==> src/rtl/alu_pkg.sv <==
// ---------------------------------------------------------------------------
// alu_pkg
// Shared definitions for the execute-stage ALU and its arbiter:
//   - default operand, shift-amount and opcode widths
//   - ALU opcode constants
//   - arbiter state encoding
//   - op_is_legal(): membership test for the supported opcode set
// ---------------------------------------------------------------------------
package alu_pkg;

    localparam int unsigned BITS_SIZE  = 32;
    localparam int unsigned BITS_SHAMT = 5;
    localparam int unsigned BITS_OP    = 4;

    localparam logic [3:0] ALU_ADD = 4'b0000;
    localparam logic [3:0] ALU_SUB = 4'b0001;
    localparam logic [3:0] ALU_AND = 4'b0010;
    localparam logic [3:0] ALU_OR  = 4'b0011;
    localparam logic [3:0] ALU_NOR = 4'b0100;
    localparam logic [3:0] ALU_XOR = 4'b0101;
    localparam logic [3:0] ALU_SLT = 4'b0111;
    localparam logic [3:0] ALU_SRL = 4'b1001;

    typedef enum logic [1:0] {
        IDLE = 2'd0,
        EXEC = 2'd1,
        RESP = 2'd2
    } arb_state_t;

    function automatic logic op_is_legal(input logic [3:0] op);
        logic legal;
        legal = 1'b0;
        case (op)
            ALU_ADD, ALU_SUB, ALU_AND, ALU_OR,
            ALU_NOR, ALU_XOR, ALU_SLT, ALU_SRL: legal = 1'b1;
            default:                            legal = 1'b0;
        endcase
        return legal;
    endfunction

endpackage

==> src/rtl/rr_arbiter2.sv <==
// ---------------------------------------------------------------------------
// rr_arbiter2
// Combinational two-way round-robin grant.
//   valid       in  2  request valid per port
//   prio        in  1  port that wins when both are valid
//   grant_valid out 1  at least one port is requesting
//   grant       out 1  index of the winning port (meaningful with grant_valid)
// ---------------------------------------------------------------------------
module rr_arbiter2
    import alu_pkg::*;
(
    input  logic [1:0] valid,
    input  logic       prio,
    output logic       grant_valid,
    output logic       grant
);

    always_comb begin
        grant_valid = |valid;
        grant       = 1'b0;
        case (valid)
            2'b01:   grant = 1'b0;
            2'b10:   grant = 1'b1;
            2'b11:   grant = prio;
            default: grant = 1'b0;
        endcase
    end

endmodule

==> src/rtl/alu_arbiter.sv <==
// ---------------------------------------------------------------------------
// alu_arbiter
// Shares one combinational execute-stage ALU between two requesters
// (port 0: pipeline execute stage, port 1: debug/test unit). Requests are
// arbitrated round-robin, the winner's operands are registered onto the ALU
// inputs, the ALU result is captured one cycle later and returned on the
// winner's response handshake. One operation in flight at a time.
//
// Optional build macro: ALU_ARBITER_OP_CHECK_EN
//   When defined, an illegal opcode is accepted but not executed; it gets an
//   immediate response with result/zero = 0 and o_rsp_err = 1.
//
// Ports (port n payload in slice [n*W +: W]):
//   i_clk, i_rst_n        clock, asynchronous active-low reset
//   i_req_valid/o_req_ready   per-port request handshake
//   i_req_a, i_req_b, i_req_shamt, i_req_flag_shamt, i_req_op  request payload
//   o_rsp_valid/i_rsp_ready   per-port response handshake
//   o_rsp_result, o_rsp_zero  captured ALU result/zero (shared)
//   o_rsp_err             illegal-opcode response (only with the macro)
//   o_alu_*               registered ALU operands/opcode
//   i_alu_result, i_alu_zero  ALU outputs
// ---------------------------------------------------------------------------
module alu_arbiter
    import alu_pkg::*;
#(
    parameter int unsigned BITS_SIZE  = alu_pkg::BITS_SIZE,
    parameter int unsigned BITS_SHAMT = alu_pkg::BITS_SHAMT,
    parameter int unsigned BITS_OP    = alu_pkg::BITS_OP
) (
    input  logic                    i_clk,
    input  logic                    i_rst_n,
    input  logic [1:0]              i_req_valid,
    output logic [1:0]              o_req_ready,
    input  logic [2*BITS_SIZE-1:0]  i_req_a,
    input  logic [2*BITS_SIZE-1:0]  i_req_b,
    input  logic [2*BITS_SHAMT-1:0] i_req_shamt,
    input  logic [1:0]              i_req_flag_shamt,
    input  logic [2*BITS_OP-1:0]    i_req_op,
    output logic [1:0]              o_rsp_valid,
    input  logic [1:0]              i_rsp_ready,
    output logic [BITS_SIZE-1:0]    o_rsp_result,
    output logic                    o_rsp_zero,
    output logic [BITS_SIZE-1:0]    o_alu_a,
    output logic [BITS_SIZE-1:0]    o_alu_b,
    output logic [BITS_SHAMT-1:0]   o_alu_shamt,
    output logic                    o_alu_flag_shamt,
    output logic [BITS_OP-1:0]      o_alu_op,
    input  logic [BITS_SIZE-1:0]    i_alu_result,
    input  logic                    i_alu_zero
`ifdef ALU_ARBITER_OP_CHECK_EN
    ,
    output logic                    o_rsp_err
`endif
);

    arb_state_t state;
    logic       grant;
    logic       prio;

    logic       arb_valid;
    logic       arb_grant;

    logic [BITS_SIZE-1:0]  win_a;
    logic [BITS_SIZE-1:0]  win_b;
    logic [BITS_SHAMT-1:0] win_shamt;
    logic                  win_flag_shamt;
    logic [BITS_OP-1:0]    win_op;

    rr_arbiter2 u_rr_arbiter2 (
        .valid       (i_req_valid),
        .prio        (prio),
        .grant_valid (arb_valid),
        .grant       (arb_grant)
    );

    // Winner payload mux.
    always_comb begin
        win_a          = arb_grant ? i_req_a[BITS_SIZE +: BITS_SIZE]
                                   : i_req_a[0 +: BITS_SIZE];
        win_b          = arb_grant ? i_req_b[BITS_SIZE +: BITS_SIZE]
                                   : i_req_b[0 +: BITS_SIZE];
        win_shamt      = arb_grant ? i_req_shamt[BITS_SHAMT +: BITS_SHAMT]
                                   : i_req_shamt[0 +: BITS_SHAMT];
        win_flag_shamt = arb_grant ? i_req_flag_shamt[1] : i_req_flag_shamt[0];
        win_op         = arb_grant ? i_req_op[BITS_OP +: BITS_OP]
                                   : i_req_op[0 +: BITS_OP];
    end

    // Ready is only ever offered to the current winner while idle.
    always_comb begin
        o_req_ready = '0;
        if (state == IDLE && arb_valid) begin
            o_req_ready[arb_grant] = 1'b1;
        end
    end

    always_ff @(posedge i_clk or negedge i_rst_n) begin
        if (!i_rst_n) begin
            state            <= IDLE;
            grant            <= 1'b0;
            prio             <= 1'b0;
            o_rsp_valid      <= '0;
            o_rsp_result     <= '0;
            o_rsp_zero       <= 1'b0;
            o_alu_a          <= '0;
            o_alu_b          <= '0;
            o_alu_shamt      <= '0;
            o_alu_flag_shamt <= 1'b0;
            o_alu_op         <= '0;
`ifdef ALU_ARBITER_OP_CHECK_EN
            o_rsp_err        <= 1'b0;
`endif
        end else begin
            case (state)
                IDLE: begin
                    if (arb_valid) begin
                        o_alu_a          <= win_a;
                        o_alu_b          <= win_b;
                        o_alu_shamt      <= win_shamt;
                        o_alu_flag_shamt <= win_flag_shamt;
                        o_alu_op         <= win_op;
                        grant            <= arb_grant;
`ifdef ALU_ARBITER_OP_CHECK_EN
                        if (!op_is_legal(win_op[3:0])) begin
                            // Illegal op: respond immediately, ALU result unused.
                            o_rsp_result           <= '0;
                            o_rsp_zero             <= 1'b0;
                            o_rsp_err              <= 1'b1;
                            o_rsp_valid[arb_grant] <= 1'b1;
                            state                  <= RESP;
                        end else begin
                            state <= EXEC;
                        end
`else
                        state <= EXEC;
`endif
                    end
                end
                EXEC: begin
                    o_rsp_result       <= i_alu_result;
                    o_rsp_zero         <= i_alu_zero;
                    o_rsp_valid[grant] <= 1'b1;
`ifdef ALU_ARBITER_OP_CHECK_EN
                    o_rsp_err          <= 1'b0;
`endif
                    state              <= RESP;
                end
                RESP: begin
                    if (i_rsp_ready[grant]) begin
                        o_rsp_valid <= '0;
                        prio        <= ~grant;
                        state       <= IDLE;
                    end
                end
                default: begin
                    state <= IDLE;
                end
            endcase
        end
    end

endmodule

==> config.mk <==
export PLATFORM = sky130hd
export DESIGN_NAME = alu_arbiter
export DESIGN_NICKNAME = d
export VERILOG_FILES = /design/src/rtl/alu_pkg.sv /design/src/rtl/rr_arbiter2.sv /design/src/rtl/alu_arbiter.sv
export SDC_FILE = /design/constraint.sdc
export NUM_CORES = 1
export LEC_CHECK = 0
export CAP_MARGIN = 30
export CORE_MARGIN = 4
export CORE_UTILIZATION = 30
export CTS_BUF_LIST = sky130_fd_sc_hd__clkbuf_8
export CTS_CLUSTER_SIZE = 8
export DETAILED_ROUTE_END_ITERATION = 10
export PLACE_DENSITY = 0.67
export SYNTH_ARGS = -nofsm -noshare
export SYNTH_HDL_FRONTEND = slang
export SYNTH_SLANG_ARGS = --single-unit
==> constraint.sdc <==
create_clock -name i_clk -period 1.9 [get_ports i_clk]
set_input_delay 0.19 -clock i_clk [delete_from_list [all_inputs] [get_ports i_clk]]
set_output_delay 0.19 -clock i_clk [all_outputs]
set_load 0.005 [all_outputs]
==> impl_results.md <==
* Seq pwr share at 34.0%
* Layout cell share with drive strength beyond 1 at 9.37%
* Warnings, synthesis at 0
* VDD IR max at 0.606 mV
* EDFF count, synth at 0
* Horiz. Die Dim at 135 um
* Vias after detailed routing at 4401
* Effective utilization at floorplan at 30.6%
* Setup slack after layout at 0.183 ns
* Height of the die at 135 um
* Synth Instances at 360
* Via count of the first global-routing pass at 4659
* Storage element area at 2830 sq um
* Buffer cell driving the clock tree root: clkbuf_8
* Total internal power at 8.75 mW
* Die Area at 18200 sq um
* Unrepaired setup endpoints after global routing: no
* CTS buffer count at 17
* Fin Clk Skew at 0.00920 ns
* Flip-flop cell with the highest count after synthesis: dfrtp_1
* Top-count cell post-synth: dfrtp_1
* Hold Vio Cnt, Final at 0
* Placement row count at 46
* Net switching power at 3.92 mW
* Register bit count reported by yosys at 113
* Final-layout worst hold slack at 0.113 ns
* Share of Yosys cell area claimed by the top area cell type at 58.4%
* Slew @ Worst Pin at 0.475 ns
* Sequential fraction of the synthesis area at 58.4%
* Fin crit period at 1.72 ns
* DPL Wire Length at 12500 um
* MaxCap Viol Count at 0
* Post-detailed-route via-to-cell ratio at 5.01
* Wire length of the first global-routing pass at 25900 um
* Non-filler instance count after layout at 878
* Crit end category: primary output
* Period utilization at 90.3%
* Largest net degree at the start of global routing at 63
* Ports placed on the boundary at 298
* Placer Congestion at 0.777
* Final routed wirelength across all metal layers at 17200 um
* Number of input and output port buffers inserted at 297
* Congestion Overflow GR at 0
* Initial antenna violation count at 0
* Kind of launch point of the worst setup path: register
* Syn nets at 547
* Async set-or-reset flop fraction in the synthesized netlist at 100%
* Syn avg cell area at 13.4 sq um
* Number of setup violations in the final report at 0
* Clock sink count at 113
* WL per Instance at 19.6 um
* Proportion of total power due to net switching at 30.9%
* 1st-pass router iterations at 6
* DRC Markers at 0
* Classification of the worst-slack hold path: in -> async
* GRT Util Overall at 18.3%
* Gate power share at 49.1%
* Antenna viol nets, final at 0
* Initial DRC count at 203
* Fmax at 0.583 GHz
* Post-Place Worst Slack at 0.0770 ns
* Layout fillers at 1337
* Clock transition at the registers of the reported paths at 0.07 ns
* Top cell type by total area after synthesis: dfrtp_1
* Cell area after synthesis at 4840 sq um
* Required time at the worst-slack endpoint at 1.71 ns
* ANT cells at 0
* CTS H-tree lvls at 4
* Placeable Area at 15800 sq um
* Total power divided by cell area at 1500 nW/um^2
* Power, Total at 12.7 mW
* Most area-consuming cells after synthesis: dfrtp_1, a221o_1, o21a_1
* Post-synth top cells: dfrtp_1, a221o_1, o21a_1
* Critical setup path kind: reg -> out
* Worst-case clock buffer depth at 2
* Peak fanout along the critical path at 4
* Status: finished clean
* Number of placed instances, taps included at 846
* Clk Latency, worst-skew pair at 0.43 ns
* P&R area growth vs syn at 74.3%
* Total area of multi-input combinational cells at 1830 sq um
* CP startpoint: prio
* CTS tree: yes
* Final Net Count at 838
* Slew HR at 68.3%
* Launch point of the worst reg-to-reg path: state[1]
* Number of library cell types mapped by synthesis at 22
* Worst path arrival time at 1.53 ns
* Part of the power in the clock network at 16.9%
* Slew Limit Fails at 0
* Leakage power total at 3.45 nW
-- area by class of cell --
cell class | count | share of cell area, %
timing repair buffer | 310 | 37.2
sequential | 113 | 33.5
multi-input combinational | 206 | 21.7
tap | 216 | 3.20
clock buffer | 19 | 3.10
clock inverter | 11 | 1.19
inverter | 3 | 0.134
-- through the flow --
stage	instance area, sq um	utilization (%)	setup TNS [ns]
2_1_floorplan	4840	-	0
3_3_place_gp	8050	50.8	0
5_1_grt	8430	53.3	0
3_5_place_dp	8050	50.8	0
4_1_cts	8420	53.2	-0.0914
6_report	8430	53.3	0
-- cell families after synthesis --
family	share of synthesized area [%]
buffers and inverters	4.29
flip-flops	58.4
multiplexers	7.68
AO/OA/AOI/OAI	28.1
AND/OR/NAND/NOR	1.50
-- path summary, 6_finish.rpt --
check	endpoint	slack, ns	depth (start not counted)
setup / recovery	o_req_ready[1]	0.18	3
hold / removal	o_alu_b[1]	0.11	2
setup reg to reg	o_alu_b[5]	0.24	4
hold reg to reg	o_rsp_result[11]	0.48	1
max in group asynchronous	state[1]	1.20	3
min in group i_clk	o_rsp_result[11]	0.36	2
-- registers in the layout, summed over array words and instances (netlist names) --
name and cells:
o_rsp_result 32, o_alu_op 4, o_alu_shamt 5, prio 1, state 2, o_alu_flag_shamt 1, o_rsp_valid 2, o_rsp_zero 1
grant 1, o_alu_a 32, o_alu_b 32
-- cell usage in the layout, fill, tap and decap left out, types with 2 or more instances in the layout --
cell type / n
a21oi_1: 2
a221o_1: 74
buf_12: 5
buf_4: 8
bufinv_16: 2
clkbuf_8: 19
clkdlybuf4s50_1: 294
clkinv_2: 5
dfrtp_1: 112
inv_1: 7
mux2_1: 18
mux2_2: 15
nand2b_1: 3
nor2_1: 3
o21a_1: 74
o21ai_0: 6
-- what timing repair did --
action,CTS,global route
endpoints found under the setup margin,2,1
pin swaps,1,1
resized for setup,2,3
setup buffers,0,1
endpoints found under the hold margin,113,0
hold buffers,1,0
-- layer usage --
metal  vias up  global-route usage [%]  routed length, um
met3        35                    7.08               1600
met5         -                       0                  0
met4         0                    7.00                490
met1      2147                    21.9               6820
met2       237                    30.1               8260
li1       1982                       -                  -
-- power groups by stage --
stage	Combinational [mW]	Sequential (mW)	Clock, mW
final	6.22	4.31	2.14
after global routing	6.68	4.45	2.33
after CTS	6.29	4.31	2.22
after detailed placement	6.29	4.32	0
after global placement	6.14	4.27	0
after floorplan	2.80	4.33	0
-- critical path, stage by stage, from the launching register on --
cell           delay [ns]
dfrtp_1              0.41
nand2b_1             0.15
and3_2               0.23
dlygate4sd2_1        0.32
(Power assumes the default switching activity.)
